**config.mk**
```make
export PLATFORM = sky130hd
export DESIGN_NAME = shift_add_multiplier_datapath
export DESIGN_NICKNAME = d
export VERILOG_FILES = /design/src/rtl/shift_add_multiplier_datapath.sv
export SDC_FILE = /design/constraint.sdc
export NUM_CORES = 1
export LEC_CHECK = 0
export BUFFER_PORTS_ARGS = -buffer_cell sky130_fd_sc_hd__buf_2
export CORE_ASPECT_RATIO = 0.8
export CORE_MARGIN = 3
export CORE_UTILIZATION = 35
export DETAILED_ROUTE_END_ITERATION = 8
export PLACE_DENSITY = 0.56
export REMOVE_ABC_BUFFERS = 1
export SLEW_MARGIN = 15
export SYNTH_ARGS = -nofsm -noshare
export SYNTH_HDL_FRONTEND = slang
export SYNTH_SLANG_ARGS = --single-unit
```
**constraint.sdc**
```tcl
create_clock -name clk -period 6.3 [get_ports clk]
set_input_delay 0.63 -clock clk [delete_from_list [all_inputs] [get_ports clk]]
set_output_delay 0.63 -clock clk [all_outputs]
set_load 0.02 [all_outputs]
```
**src/rtl/shift_add_multiplier_datapath.sv**
```systemverilog
// Sequential shift-and-add multiplier datapath driven by a Moore controller's strobes.
// One partial-product step per shift cycle; signed mode multiplies magnitudes and fixes the sign at the end.
module shift_add_multiplier_datapath #(
  parameter int WIDTH  = 8,
  parameter int SIGNED = 0,
  parameter int CNT_W  = $clog2(WIDTH)
) (
  input  logic                 clk,
  input  logic                 reset,
  input  logic                 load,
  input  logic                 shift,
  input  logic                 sync_reset,
  input  logic                 enable,
  input  logic [WIDTH-1:0]     multiplicand,
  input  logic [WIDTH-1:0]     multiplier,
  output logic                 flag,
  output logic [2*WIDTH-1:0]   product,
  output logic                 done
);

  localparam int PW = 2 * WIDTH;
  localparam logic [CNT_W-1:0] LAST = CNT_W'(WIDTH - 1);

  logic [PW-1:0]    mcand;
  logic [WIDTH-1:0] mplier;
  logic [PW-1:0]    acc;
  logic [CNT_W-1:0] count;
  logic             armed;
  logic             neg;

  logic [PW-1:0]    partial;
  logic [PW-1:0]    sum;
  logic [PW-1:0]    result;

  // -2^(WIDTH-1) negates to itself, which read unsigned is exactly its magnitude.
  function automatic logic [WIDTH-1:0] magnitude(input logic [WIDTH-1:0] v);
    if ((SIGNED != 0) && v[WIDTH-1])
      return -v;
    else
      return v;
  endfunction

  function automatic logic apply_sign(input logic [WIDTH-1:0] a, input logic [WIDTH-1:0] b);
    if (SIGNED != 0)
      return a[WIDTH-1] ^ b[WIDTH-1];
    else
      return 1'b0;
  endfunction

  function automatic logic [PW-1:0] sign_correct(input logic [PW-1:0] v, input logic n);
    if (n)
      return -v;
    else
      return v;
  endfunction

  assign flag    = armed && (count == LAST);
  assign partial = mplier[0] ? mcand : '0;
  assign sum     = acc + partial;
  assign result  = sign_correct(sum, neg);

  always_ff @(posedge clk) begin
    if (reset) begin
      mcand   <= '0;
      mplier  <= '0;
      acc     <= '0;
      count   <= '0;
      armed   <= 1'b0;
      neg     <= 1'b0;
      product <= '0;
      done    <= 1'b0;
    end else begin
      done <= 1'b0;
      if (!sync_reset) begin
        mcand  <= '0;
        mplier <= '0;
        acc    <= '0;
        count  <= '0;
        armed  <= 1'b0;
        neg    <= 1'b0;
      end else if (load && enable) begin
        mcand  <= {{WIDTH{1'b0}}, magnitude(multiplicand)};
        mplier <= magnitude(multiplier);
        acc    <= '0;
        count  <= '0;
        armed  <= 1'b1;
        neg    <= apply_sign(multiplicand, multiplier);
      end else if (shift && armed) begin
        acc    <= sum;
        mcand  <= mcand << 1;
        mplier <= mplier >> 1;
        count  <= count + CNT_W'(1);
        // Final step: publish the corrected sum and disarm until the next load.
        if (flag) begin
          product <= result;
          done    <= 1'b1;
          armed   <= 1'b0;
          count   <= '0;
        end
      end
    end
  end

endmodule

```
==> reports/qor.yml, run 1 <==
status:
  outcome: "complete, no violations"
sta:
  max_freq_mhz: 369
  finalHoldViolations: 0
  setup_viol: 0
  min_period_ns: 2.71
  timing.final.crit_share: 0.430
  drv_slew: 0
  tightest_slew_ns: 0.977
  fin_worst_skew_ns: 0.00576
  max-slew-margin-rel: 0.347
  tns_ns: 0
  rsz0062_at_grt: "false"
flow_run:
  maxCapViolations: 0
floorplan:
  io_pins: 40
  die_area_mm2: 0.0103
  std_cell_rows: 30
  die_x_um: 113
  fp.dieH_um: 91.3
  start_util: 0.368
  fp.coreArea_mm2: 0.00867
synth:
  synth_area_leaders: "dfxtp_1 38%, nand2_1 12%, a21oi_1 7.9%, ha_1 6.7%, a311oi_1 3.8%"
  synth.ff_latch_count: 61
  synth.distinct_cells: 41
  synth_commonest_cells: "99 x nand2_1, 61 x dfxtp_1, 50 x a21oi_1"
  yosys_warnings: 0
  synth_seq_area_share: 0.383
  yosysMostFrequentCell: "nand2_1"
  synthCells: 413
  synth_area_mm2: 0.00319
  yosys.area.top_type: "dfxtp_1"
  synth_flop_cell: "dfxtp_1"
  async_flop_share: 0
  avgSynthCellArea_um2: 7.72
  netlist.area_leader.share: 0.383
  synth_edf_count: 0
place:
  port_buffers: 39
  dpl-instance-area_mm2: 0.00344
  numPlacedInstances: 540
  globalplace.congestion: 0.829
  hpwl_um: 5350
detailed_routing:
  ant_nets: 0
  drt_iter0_markers: 121
  vias_per_cell: 5.24
  remaining_drc_errors: 0
  via_count: 2909
  drtPass1Iterations: 4
  wirelength_um: 7980
  post_drt_wl_per_cell_um: 14.4
pwr:
  power_density_mw_per_mm2: 259
  power_mw: 0.977
  vdd_drop_max_mv: 0.120
  p_leak_nw: 1.50
clocking:
  path_clk_slew_ns: 0.05
  cts_tree: "done"
  post_cts.repair.setup_buffers: 0
  clkLatencyLatePin_ns: 0.33
  hold_buffers: 0
  htree_levels: 3
  clock_sinks: 61
  numCtsBuffers: 9
  cts_root_buf: "clkbuf_16"
  ctsResizeCount: 0
  cts_buffer_depth: 2
finish:
  fin_nets: 479
  fin_util: 0.435
  synthToLayoutAreaGrowth_pct: 18.4
  diodes: 0
  fill_cells: 901
  final_cells: 555
  layout-drive-gt1-share: 0.142
  final_area_mm2: 0.00377
critical_path:
  r2r_setup_slack_ns: 3.59
  endpoint_kind: "register"
  r2r_cells: 9
  startpoint_type: "register"
  cp.arrival_ns: 2.96
  critical_path.max_fanout: 17
  timing.rr.start: "mplier[0]$_SDFFE_PP0P_"
  crit_start: "mplier[0]$_SDFFE_PP0P_"
  critPathRequiredTime_ns: 6.55
  cp-endpoint: "acc[14]$_SDFFE_PP0P_"
  critPathKind: "reg2reg"
  regToRegEndpoint: "acc[14]$_SDFFE_PP0P_"
hold_path:
  hold_class: "reg2reg"
grt:
  grt_max_degree: 49
  grt_pass1_wl_um: 13300
  grt_overflow: 0
  antenna_found_initial: 0
  grt_pass1_vias: 2814
  grt_usage: 0.159
cells by family after synthesis:
kind of cell	Yosys count	share of synthesized area
AO/OA/AOI/OAI	93	0.187
XOR/XNOR	10	0.0275
adder cells (fa/ha/maj)	18	0.0730
buffers and inverters	30	0.0357
flip-flops	61	0.383
multiplexers	5	0.0161
AND/OR/NAND/NOR	196	0.277
through the flow:
step	setup WS (ns)	hold WS, ns
2_1_floorplan	3.60	0.436
3_3_place_gp	3.61	0.441
3_5_place_dp	3.58	0.445
4_1_cts	3.61	0.452
5_1_grt	3.40	0.477
6_report	3.59	0.448
critical path, cell delays in order, from the launching register on:
cell      delay (ns)
dfxtp_1         0.45
and2_1          0.24
ha_1            0.20
fa_1            0.40
a21oi_1         0.34
o211ai_1        0.23
nand3_1         0.23
nand4_1         0.12
mux2_1          0.34
o211ai_1        0.09
where the power goes:
group | internal (mW) | switching (mW)
registers | 0.390 | 0.00323
clock network | 0.382 | 0.169
logic | 0.0102 | 0.0220
registers in the layout (all words and copies together) (netlist names):
register	count
done	1
product	16
armed	1
count	3
mplier	8
acc	16
mcand	16
layout make-up:
| type | count | area (µm²) | area share |
|---|---|---|---|
| Clock inverter | 5 | 100 | 0.0265 |
| Multi-Input combinational cell | 322 | 1850 | 0.491 |
| Timing Repair Buffer | 42 | 218 | 0.0577 |
| Sequential cell | 61 | 1220 | 0.324 |
| Inverter | 3 | 11.3 | 0.00299 |
| Clock buffer | 10 | 229 | 0.0607 |
| Tap cell | 112 | 140 | 0.0371 |
cells in the final DEF (no fill, tap or decap), types with 2 or more instances in the layout:
| cell type | count |
|---|---|
| mux2i_1 | 4 |
| and2_1 | 16 |
| xnor2_1 | 9 |
| clkinv_2 | 2 |
| a21o_1 | 3 |
| o211ai_1 | 5 |
| nor4b_1 | 3 |
| nand2_1 | 99 |
| and3_1 | 7 |
| o21ai_1 | 3 |
| nor2_1 | 29 |
| nand3_1 | 18 |
| or3_1 | 2 |
| ha_1 | 17 |
| a21oi_1 | 50 |
| nand4_1 | 4 |
| a211oi_1 | 2 |
| buf_4 | 3 |
| a31oi_1 | 3 |
| dfxtp_1 | 61 |
| clkbuf_16 | 9 |
| o21ai_0 | 4 |
| bufinv_16 | 3 |
| nor3b_1 | 3 |
| nor3_1 | 10 |
| inv_1 | 2 |
| a211o_1 | 3 |
| a311oi_1 | 14 |
| buf_2 | 39 |
routing by layer:
| metal | GRT usage | share of wire |
|---|---|---|
| met1 | 0.203 | 0.49 |
| met2 | 0.258 | 0.46 |
| met3 | 0.0393 | 0.040 |
| met4 | 0.0601 | 0.017 |
| met5 | 0 | 0 |
worst min-delay path by stage:
stage                                       start                 endpoint  slack (ns)  cells past startpoint
final                     product[1]$_SDFFE_PP0P_  product[1]$_SDFFE_PP0P_        0.45                      2
after floorplan              acc[10]$_SDFFE_PP0P_     acc[10]$_SDFFE_PP0P_        0.44                      2
after CTS                 product[1]$_SDFFE_PP0P_  product[1]$_SDFFE_PP0P_        0.45                      2
after detailed placement  product[1]$_SDFFE_PP0P_  product[1]$_SDFFE_PP0P_        0.44                      2
after global placement    product[4]$_SDFFE_PP0P_  product[4]$_SDFFE_PP0P_        0.44                      2
after global routing      product[8]$_SDFFE_PP0P_  product[8]$_SDFFE_PP0P_        0.48                      2
Note: power is estimated with default switching activity, not from simulation.
==> run 2: changes to the inputs <==
Settings changed: ABC_AREA set to 1, PLACE_DENSITY 0.56 to 0.55.
Clock period 6.3 ns to 2.75 ns, I/O delays scaled along.
==> reports/qor.yml, run 2 <==
status:
  outcome: "complete, no violations"
synth:
  synth_edf_count: 0
  synth_seq_area_share: 0.342
  yosys_warnings: 0
  synth.distinct_cells: 32
  synth_area_leaders: "dfxtp_1 34%, nand2_1 17%, inv_1 10%, nor2_1 6.9%, ha_1 6.0%"
  synth_flop_cell: "dfxtp_1"
  synth_area_mm2: 0.00357
  synthCells: 547
  yosysMostFrequentCell: "nand2_1"
  yosys.area.top_type: "dfxtp_1"
  async_flop_share: 0
  avgSynthCellArea_um2: 6.52
  netlist.area_leader.share: 0.342
  synth.ff_latch_count: 61
  synth_commonest_cells: "161 x nand2_1, 95 x inv_1, 66 x nor2_1"
sta:
  min_period_ns: 2.17
  fin_worst_skew_ns: 0.00594
  drv_slew: 0
  max_freq_mhz: 461
  max-slew-margin-rel: 0.566
  timing.final.crit_share: 0.788
  setup_viol: 0
  rsz0062_at_grt: "false"
  finalHoldViolations: 0
  tightest_slew_ns: 0.650
  tns_ns: 0
detailed_routing:
  drt_iter0_markers: 128
  remaining_drc_errors: 0
  wirelength_um: 8310
  drtPass1Iterations: 5
  ant_nets: 0
  via_count: 3223
  vias_per_cell: 4.48
  post_drt_wl_per_cell_um: 11.5
clocking:
  ctsResizeCount: 0
  path_clk_slew_ns: 0.05
  clock_sinks: 61
  cts_root_buf: "clkbuf_16"
  cts_tree: "done"
  htree_levels: 3
  numCtsBuffers: 9
  cts_buffer_depth: 2
  post_cts.repair.setup_buffers: 0
  clkLatencyLatePin_ns: 0.33
  hold_buffers: 0
floorplan:
  io_pins: 40
  fp.dieH_um: 96.3
  fp.coreArea_mm2: 0.00977
  start_util: 0.365
  die_x_um: 119
  std_cell_rows: 32
  die_area_mm2: 0.0114
critical_path:
  crit_family: "simple AND/OR/NAND/NOR gates"
  path_common_cell: "nand2_1"
  r2r_cells: 13
  crit_start: "mplier[0]$_SDFFE_PP0P_"
  crit_slowest_cell: "dfxtp_1"
  r2r_setup_slack_ns: 0.58
  cp-endpoint: "product[13]$_SDFFE_PP0P_"
  path_buf_inv: 3
  crit_path_max_incr_delay_ns: 0.67
  critPathRequiredTime_ns: 2.98
  path_depth: 13
  regToRegEndpoint: "product[13]$_SDFFE_PP0P_"
  critical_path.max_fanout: 17
  startpoint_type: "register"
  path_cells: "nand2_1, inv_1, ha_1, nand2_1, inv_1, nand2_1, nand2_1, a21oi_1, nand2_1, nand2_1, nand3_1, nand2_1, inv_1"
  cp.arrival_ns: 2.40
  critPathKind: "reg2reg"
  endpoint_kind: "register"
  timing.rr.start: "mplier[0]$_SDFFE_PP0P_"
grt:
  grt_usage: 0.161
  grt_overflow: 0
  antenna_found_initial: 0
  grt_max_degree: 39
  grt_pass1_vias: 3152
  grt_pass1_wl_um: 14800
hold_path:
  hold_class: "in2reg"
finish:
  layout-drive-gt1-share: 0.137
  fin_nets: 619
  mostFrequentLayoutCell: "nand2_1"
  fin_util: 0.420
  synthToLayoutAreaGrowth_pct: 15.1
  diodes: 0
  largestRegisters: "acc x16, mcand x16, product x16"
  layout_common_cells: "161 x nand2_1, 95 x inv_1, 66 x nor2_1"
place:
  globalplace.congestion: 0.842
  port_buffers: 39
  hpwl_um: 6030
pwr:
  p_leak_nw: 2.26
  power_density_mw_per_mm2: 523
  vdd_drop_max_mv: 0.387
  power_mw: 2.15
flow_run:
  maxCapViolations: 0
-- run 2: metrics by stage --
stage	cells	area, µm²	worst slack [ns]	hold WS, ns
final	720	4110	0.582	0.203
after global routing	720	4110	0.235	0.203
after CTS	720	4110	0.548	0.196
after detailed placement	704	3790	0.576	0.453
after global placement	704	3790	0.655	0.445
after floorplan	529	3430	0.834	0.344
-- run 2: logic make-up after synthesis --
group | Yosys count | synth area share
adders and majority gates | 18 | 0.0653
AOI/OAI and AO/OA | 54 | 0.0839
buffers and inverters | 118 | 0.146
DFF | 61 | 0.342
xor gates and xnor gates | 5 | 0.0123
and+or+nand+nor | 291 | 0.351
-- run 2: worst min-delay path by stage --
stage / from / to / depth (start not counted) / slack (ns)
global route: multiplicand[0] / mcand[0]$_SDFFE_PP0P_ / 3 / 0.20
global placement: mcand[15]$_SDFFE_PP0P_ / mcand[15]$_SDFFE_PP0P_ / 2 / 0.45
CTS: multiplicand[0] / mcand[0]$_SDFFE_PP0P_ / 3 / 0.20
detailed placement: mplier[7]$_SDFFE_PP0P_ / mplier[7]$_SDFFE_PP0P_ / 2 / 0.45
finish: multiplicand[0] / mcand[0]$_SDFFE_PP0P_ / 3 / 0.20
floorplan: reset / product[0]$_SDFFE_PP0P_ / 1 / 0.34
-- run 2: routing by layer --
| metal | GRT usage | vias up | wire [µm] |
|---|---|---|---|
| met2 | 0.245 | 47 | 3430 |
| met1 | 0.222 | 1436 | 4440 |
| met4 | 0.0492 | 0 | 72 |
| met3 | 0.0441 | 4 | 365 |
| met5 | 0 | - | 0 |
| li1 | - | 1736 | - |
-- run 2: power by group --
group	leakage [nW]	switching [mW]	internal (mW)
Sequential	0.492	0.00706	0.894
Combinational	1.62	0.0565	0.0281
Clock	0.152	0.388	0.773
Total	2.26	0.452	1.69
-- run 2: cell type report --
cell class	count	area, µm²
fillers	1053	5660
multi-input cells	368	1830
repair buffers	39	195
clock inverters	3	42.5
flip-flops and latches	61	1220
well taps	136	170
inverters	100	380
clock buffers	13	270
-- run 2: worst reg2reg max path, delay by kind of cell, from the launching register on --
family / cells / cell delay [ns]
AOI/OAI and AO/OA: 1 / 0.17
adders and majority gates: 1 / 0.29
buffers and inverters: 3 / 0.19
DFF: 1 / 0.67
and+or+nand+nor: 8 / 0.75
